$ cat src/rtl/seg_pkg.sv
// Shared types and segment constants for the multiplexed 7-segment driver.
// Patterns are active-low {g,f,e,d,c,b,a}.
package seg_pkg;

  typedef logic [6:0] seg_t;

  localparam seg_t SEG_BLANK = 7'h7F;

  localparam seg_t SEG_0 = 7'h40;
  localparam seg_t SEG_1 = 7'h79;
  localparam seg_t SEG_2 = 7'h24;
  localparam seg_t SEG_3 = 7'h30;
  localparam seg_t SEG_4 = 7'h19;
  localparam seg_t SEG_5 = 7'h12;
  localparam seg_t SEG_6 = 7'h02;
  localparam seg_t SEG_7 = 7'h78;
  localparam seg_t SEG_8 = 7'h00;
  localparam seg_t SEG_9 = 7'h10;
  localparam seg_t SEG_A = 7'h08;
  localparam seg_t SEG_B = 7'h03;
  localparam seg_t SEG_C = 7'h46;
  localparam seg_t SEG_D = 7'h21;
  localparam seg_t SEG_E = 7'h06;
  localparam seg_t SEG_F = 7'h0E;

endpackage

$ cat src/rtl/hex_to_7seg.sv
// Combinational hex nibble to active-low segment decoder.
// Shared by all digits; the top feeds it the currently scanned nibble.
module hex_to_7seg
  import seg_pkg::*;
(
  input  logic [3:0] nib_i,
  output seg_t       seg_o
);

  always_comb begin
    seg_o = SEG_BLANK;
    unique case (nib_i)
      4'h0: seg_o = SEG_0;
      4'h1: seg_o = SEG_1;
      4'h2: seg_o = SEG_2;
      4'h3: seg_o = SEG_3;
      4'h4: seg_o = SEG_4;
      4'h5: seg_o = SEG_5;
      4'h6: seg_o = SEG_6;
      4'h7: seg_o = SEG_7;
      4'h8: seg_o = SEG_8;
      4'h9: seg_o = SEG_9;
      4'hA: seg_o = SEG_A;
      4'hB: seg_o = SEG_B;
      4'hC: seg_o = SEG_C;
      4'hD: seg_o = SEG_D;
      4'hE: seg_o = SEG_E;
      4'hF: seg_o = SEG_F;
    endcase
  end

endmodule

$ cat src/rtl/multi_7seg_scan.sv
// N-digit common-anode scan driver with frame-synchronous double buffering,
// guard interval, PWM brightness, blanking, decimal points and LZ blanking.
module multi_7seg_scan
  import seg_pkg::*;
#(
  parameter int NUM_DIGITS = 4,
  parameter int CLK_HZ     = 27_000_000,
  parameter int SLOT_HZ    = 1000,
  parameter int GUARD      = 8,
  parameter int BRIGHT_W   = 3
) (
  input  logic                    clk,
  input  logic                    rst,
  input  logic [4*NUM_DIGITS-1:0] digits_i,
  input  logic [NUM_DIGITS-1:0]   dp_i,
  input  logic [NUM_DIGITS-1:0]   blank_i,
  input  logic                    lzb_en_i,
  input  logic                    load_i,
  input  logic [BRIGHT_W-1:0]     bright_i,
  output logic [6:0]              seg_o,
  output logic                    dp_o,
  output logic [NUM_DIGITS-1:0]   an_o,
  output logic                    frame_o
);

  localparam int SLOT = CLK_HZ / SLOT_HZ;
  localparam int CW   = $clog2(SLOT);
  localparam int IW   = $clog2(NUM_DIGITS);
  localparam int DW   = 4 * NUM_DIGITS;
  localparam int PW   = CW + BRIGHT_W + 1;

  localparam logic [CW-1:0] CNT_MAX = CW'(SLOT - 1);
  localparam logic [IW-1:0] IDX_MAX = IW'(NUM_DIGITS - 1);
  localparam logic [CW-1:0] GUARD_C = CW'(GUARD);
  localparam logic [PW-1:0] SPAN    = PW'(SLOT - GUARD);

  logic [CW-1:0]         cnt_q, cnt_d;
  logic [IW-1:0]         idx_q, idx_d;
  logic [DW-1:0]         sh_dig_q, sh_dig_d;
  logic [NUM_DIGITS-1:0] sh_dp_q, sh_dp_d;
  logic [NUM_DIGITS-1:0] sh_blank_q, sh_blank_d;
  logic                  sh_lzb_q, sh_lzb_d;
  logic                  pend_q, pend_d;
  logic [DW-1:0]         act_dig_q, act_dig_d;
  logic [NUM_DIGITS-1:0] act_dp_q, act_dp_d;
  logic [NUM_DIGITS-1:0] act_blank_q, act_blank_d;
  logic                  act_lzb_q, act_lzb_d;
  logic [BRIGHT_W-1:0]   bright_q, bright_d;
  seg_t                  seg_q, seg_d;
  logic                  dp_q, dp_d;
  logic [NUM_DIGITS-1:0] an_q, an_d;
  logic                  frame_q, frame_d;

  logic                  slot_end;
  logic                  frame_end;
  logic [NUM_DIGITS-1:0] lzb;
  logic                  seen;
  logic [3:0]            cur_nib;
  seg_t                  dec_seg;
  logic                  blank_eff;
  logic [BRIGHT_W-1:0]   br;
  logic [PW-1:0]         prod;
  logic [PW-1:0]         win_end;
  logic                  lit;

  hex_to_7seg u_dec (
    .nib_i (cur_nib),
    .seg_o (dec_seg)
  );

  assign slot_end  = (cnt_q == CNT_MAX);
  assign frame_end = slot_end && (idx_q == IDX_MAX);

  // A digit is leading-zero blanked until a nonzero, unblanked digit is seen
  always_comb begin
    seen = 1'b0;
    lzb  = '0;
    for (int k = NUM_DIGITS - 1; k >= 1; k--) begin
      if (act_dig_q[4*k +: 4] != 4'h0 && !act_blank_q[k]) begin
        seen = 1'b1;
      end
      lzb[k] = act_lzb_q && !seen;
    end
  end

  assign cur_nib   = act_dig_q[4*idx_q +: 4];
  assign blank_eff = act_blank_q[idx_q] | lzb[idx_q];

  // Duty window uses the brightness captured at slot start
  always_comb begin
    br      = (cnt_q == '0) ? bright_i : bright_q;
    prod    = (PW'(br) + PW'(1)) * SPAN;
    win_end = PW'(GUARD) + (prod >> BRIGHT_W);
    lit     = (cnt_q >= GUARD_C) && (PW'(cnt_q) < win_end);
  end

  always_comb begin
    cnt_d = cnt_q + 1'b1;
    idx_d = idx_q;
    if (slot_end) begin
      cnt_d = '0;
      idx_d = (idx_q == IDX_MAX) ? '0 : idx_q + 1'b1;
    end
    bright_d = (cnt_q == '0) ? bright_i : bright_q;
  end

  // A load coinciding with the boundary stays pending for the next frame
  always_comb begin
    sh_dig_d    = sh_dig_q;
    sh_dp_d     = sh_dp_q;
    sh_blank_d  = sh_blank_q;
    sh_lzb_d    = sh_lzb_q;
    pend_d      = pend_q;
    act_dig_d   = act_dig_q;
    act_dp_d    = act_dp_q;
    act_blank_d = act_blank_q;
    act_lzb_d   = act_lzb_q;
    if (frame_end && pend_q) begin
      act_dig_d   = sh_dig_q;
      act_dp_d    = sh_dp_q;
      act_blank_d = sh_blank_q;
      act_lzb_d   = sh_lzb_q;
      pend_d      = 1'b0;
    end
    if (load_i) begin
      sh_dig_d   = digits_i;
      sh_dp_d    = dp_i;
      sh_blank_d = blank_i;
      sh_lzb_d   = lzb_en_i;
      pend_d     = 1'b1;
    end
  end

  always_comb begin
    seg_d   = seg_q;
    dp_d    = dp_q;
    an_d    = '1;
    frame_d = frame_end;
    if (cnt_q == '0) begin
      seg_d = blank_eff ? SEG_BLANK : dec_seg;
      dp_d  = blank_eff | ~act_dp_q[idx_q];
    end
    if (lit) begin
      an_d[idx_q] = 1'b0;
    end
  end

  always_ff @(posedge clk) begin
    if (rst) begin
      cnt_q       <= '0;
      idx_q       <= '0;
      sh_dig_q    <= '0;
      sh_dp_q     <= '0;
      sh_blank_q  <= '0;
      sh_lzb_q    <= 1'b0;
      pend_q      <= 1'b0;
      act_dig_q   <= '0;
      act_dp_q    <= '0;
      act_blank_q <= '0;
      act_lzb_q   <= 1'b0;
      bright_q    <= '0;
      seg_q       <= SEG_BLANK;
      dp_q        <= 1'b1;
      an_q        <= '1;
      frame_q     <= 1'b0;
    end else begin
      cnt_q       <= cnt_d;
      idx_q       <= idx_d;
      sh_dig_q    <= sh_dig_d;
      sh_dp_q     <= sh_dp_d;
      sh_blank_q  <= sh_blank_d;
      sh_lzb_q    <= sh_lzb_d;
      pend_q      <= pend_d;
      act_dig_q   <= act_dig_d;
      act_dp_q    <= act_dp_d;
      act_blank_q <= act_blank_d;
      act_lzb_q   <= act_lzb_d;
      bright_q    <= bright_d;
      seg_q       <= seg_d;
      dp_q        <= dp_d;
      an_q        <= an_d;
      frame_q     <= frame_d;
    end
  end

  assign seg_o   = seg_q;
  assign dp_o    = dp_q;
  assign an_o    = an_q;
  assign frame_o = frame_q;

endmodule

$ cat config.mk
export PLATFORM = sky130hd
export DESIGN_NAME = multi_7seg_scan
export DESIGN_NICKNAME = d
export VERILOG_FILES = /design/src/rtl/seg_pkg.sv /design/src/rtl/hex_to_7seg.sv /design/src/rtl/multi_7seg_scan.sv
export SDC_FILE = /design/constraint.sdc
export NUM_CORES = 1
export LEC_CHECK = 0
export CORE_ASPECT_RATIO = 0.5
export CORE_MARGIN = 2
export CORE_UTILIZATION = 58
export DETAILED_ROUTE_END_ITERATION = 8
export PLACE_DENSITY = 0.8
export SYNTH_ARGS = -nofsm -noshare
export SYNTH_HDL_FRONTEND = slang
export SYNTH_SLANG_ARGS = --single-unit
$ cat constraint.sdc
create_clock -name clk -period 8.3 [get_ports clk]
set_clock_uncertainty 0.2 [all_clocks]
set_input_delay 1.66 -clock clk [delete_from_list [all_inputs] [get_ports clk]]
set_output_delay 1.66 -clock clk [all_outputs]
set_load 0.01 [all_outputs]
==> results of run 1 <==
[routing by layer]
| metal | global-route usage [%] | share of wire (%) |
|---|---|---|
| met5 | 0 | 0 |
| met4 | 7.29 | 1.3 |
| met3 | 5.26 | 3.8 |
| met2 | 40.3 | 49 |
| met1 | 29.5 | 46 |
[final cells by class]
type | count | area, sq um
clock buffer | 9 | 225
timing repair buffer | 45 | 440
fill | 661 | 2420
sequential | 84 | 1680
clock inverter | 7 | 58.8
inverter | 18 | 67.6
tap | 112 | 140
multi-input combinational | 431 | 3140
[cell usage after synthesis (9+ instances only)]
cell | number | share of area [%]
xor2_1 | 16 | 2.8
dfxtp_1 | 84 | 34
mux2i_1 | 28 | 5.6
nor3_1 | 14 | 1.4
o21ai_0 | 9 | 0.90
nand3_1 | 15 | 1.5
xnor2_1 | 17 | 3.0
nand2_1 | 65 | 4.9
ha_1 | 49 | 12
nor2_1 | 65 | 4.9
clkbuf_1 | 18 | 1.4
a21oi_1 | 43 | 4.3
inv_1 | 17 | 1.3
[logic make-up (layout without fill, tap and decap cells)]
group	count (synthesis)	count (layout)	share of synthesized area [%]
buffers and inverters	41	79	3.21
adder cells (fa/ha/maj)	52	52	13.5
multiplexers	40	40	9.77
AO/OA/AOI/OAI	102	102	13.8
AND/OR/NAND/NOR	204	204	20.1
flip-flops	84	84	33.8
XOR/XNOR	33	33	5.80
[power breakdown]
part / switching (W) / leakage [nW] / internal, W
registers: 0.00000892 / 0.685 / 0.000417
logic: 0.000230 / 1.50 / 0.000179
clock network: 0.000170 / 0.138 / 0.000207
[worst max-delay path, cell delays in order]
cell             delay [ps]
clkdlybuf4s50_1         430
mux2_2                  330
ha_1                    270
xnor2_1                 480
inv_1                   220
fa_1                    430
inv_1                    80
fa_1                    410
ha_1                    370
o21a_1                  230
o22a_1                  220
a21oi_1                 190
xnor2_1                 200
nand2_1                 110
nor4_2                  250
xnor2_1                 160
ha_1                    270
nand4_1                 130
nor2_1                   70
a2111oi_0               450
o211ai_1                180
o22ai_1                 310
o31ai_1                 120
[metrics by stage]
| step | instance area (sq um) | hold WS [ps] |
|---|---|---|
| after global placement | 5470 | 235 |
| after floorplan | 4980 | 229 |
| after CTS | 5750 | 251 |
| after detailed placement | 5470 | 250 |
| after global routing | 5750 | 282 |
| final | 5750 | 253 |
[cell usage in the layout (no fill, tap or decap), types with 4 or more instances in the layout]
| master | n |
|---|---|
| o22ai_1 | 4 |
| mux2_2 | 5 |
| nand3_1 | 15 |
| nand4_1 | 5 |
| nor3b_1 | 5 |
| xor2_1 | 16 |
| nor2_1 | 65 |
| ha_1 | 49 |
| o21bai_1 | 8 |
| nand2_1 | 65 |
| clkbuf_16 | 9 |
| nor2b_1 | 4 |
| and3_1 | 6 |
| nor3_1 | 14 |
| o21a_1 | 4 |
| xnor2_1 | 17 |
| clkdlybuf4s50_1 | 42 |
| o31ai_1 | 4 |
| inv_1 | 17 |
| o21ai_0 | 9 |
| mux2i_1 | 28 |
| a21oi_1 | 43 |
| a21o_1 | 5 |
| dfxtp_1 | 84 |
| o211ai_1 | 4 |
| mux4_2 | 6 |
[path summary, 6_finish.rpt]
path                                    from             to  slack, ps
worst max-delay path             bright_i[0]        an_o[0]        730
worst min-delay path            sh_dig_q[12]  act_dig_q[12]        250
worst max register to register      cnt_q[0]        an_o[0]       1150
worst min register to register  sh_dig_q[12]  act_dig_q[12]        250
[sequential cells by signal, summed over array words and instances, names as in the netlist, 2 cells and up]
| signal | cells |
|---|---|
| act_blank_q | 4 |
| bright_q | 3 |
| idx_q | 2 |
| sh_dig_q | 16 |
| act_dp_q | 4 |
| sh_dp_q | 4 |
| act_dig_q | 16 |
| sh_blank_q | 4 |
| seg_o | 7 |
| cnt_q | 15 |
| an_o | 4 |
==> metrics.txt, run 1 <==
Core ar. 8170 sq um; Detail Route Antenna Nets 0; dpl ws 376 ps; # diodes 0; synth warn 0; Setup Total Neg Slack 0 ps; DRT Pass-1 Iters 4; first-pass GRT wire length 17900 um; CP Class input port to flip-flop; leakage power 2.33 nW; Tot GR Track Use 23.5%; die area 9390 sq um; vias in the first global route 3891; WL/cell 15.0 um; Final Non-Filler Cells 706; final wirelength 10600 um; Clock transition at path regs 70 ps; Max IR drop VDD 0.120 mV; Unique masters post-synth 60; Synth Instances 556; hold depth 2; CTS Buf Count 9; ratio of final minimum period to clock period 91.2%; Hold WC Path Type flip-flop to flip-flop; DR vias/cell 5.65; Starting Density 60.9%; status finished clean; R2R cell count 26; # IOs 44; mapped cell area 4980 sq um; Arr. time, crit path 7580 ps; max-cap violations 0; Post-CTS Resized 0; number of remaining DRC errors 0; Worst Max-Slew Pin Slew 942 ps; Placer Congestion 0.896; Data required, critical path 8310 ps; P&R area growth vs syn 15.5%; Seq cells post-synth 84; number of buffers added on ports 43; Seq/Total Area, Yosys 33.8%; EDFF count, synth 0; Rows 23; later-pin clock latency in the skew report 340 ps; top_reg_cell synth dfxtp_1; Die X 135 um; NumNets Final 672; Max FO, Critical Path 5; Die H 69.5 um; Final Hold Vio Count 0; share of layout cells above drive strength 1 8.92%; Final Slew Violations 0; Setup violations, final 0; Max-slew headroom 37.0%; H-tree depth 3; f_max 132 MHz; DP Cell Count 690; TritonCTS clock tree yes; clk buf depth 2; gr ovfl total 0; CTS root buffer clkbuf_16; Async SR Flop Fraction 0%; P per Cell Area 211 nW/um^2; clock sinks 84; initial antenna violation count 0; Core Util, Final 70.4%; post-CTS setup buffer count 0; DP Wirelength 7500 um; hold bufs inserted after CTS 0; largest net degree at the start of global routing 72; crit end category flip-flop; initial drt markers 235; Power, Total 0.00121 W; RSZ-0062 raised after global routing no; Synth Net Count 639; CP startpoint kind input port; worst setup margin 728 ps; Final min period 7570 ps; syn avg cell area 8.96 sq um; Vias 3989
Note: power is estimated with default switching activity, not from simulation.
==> run 2: changes to the inputs <==
==> constraint.sdc (replaced) <==
create_clock -name clk -period 8.3 [get_ports clk]
set_clock_uncertainty 0.2 [all_clocks]
set_input_delay 1.66 -clock clk [delete_from_list [all_inputs] [get_ports clk]]
set_output_delay 1.66 -clock clk [all_outputs]
set_load 0.1 [all_outputs]
==> results of run 2 <==
Same layout as run 1 (identical final DEF). Status: finished clean.
Main changes from that run: total power 0.00121 W -> 0.00124 W; worst IR drop on VDD 0.120 mV -> 0.121 mV
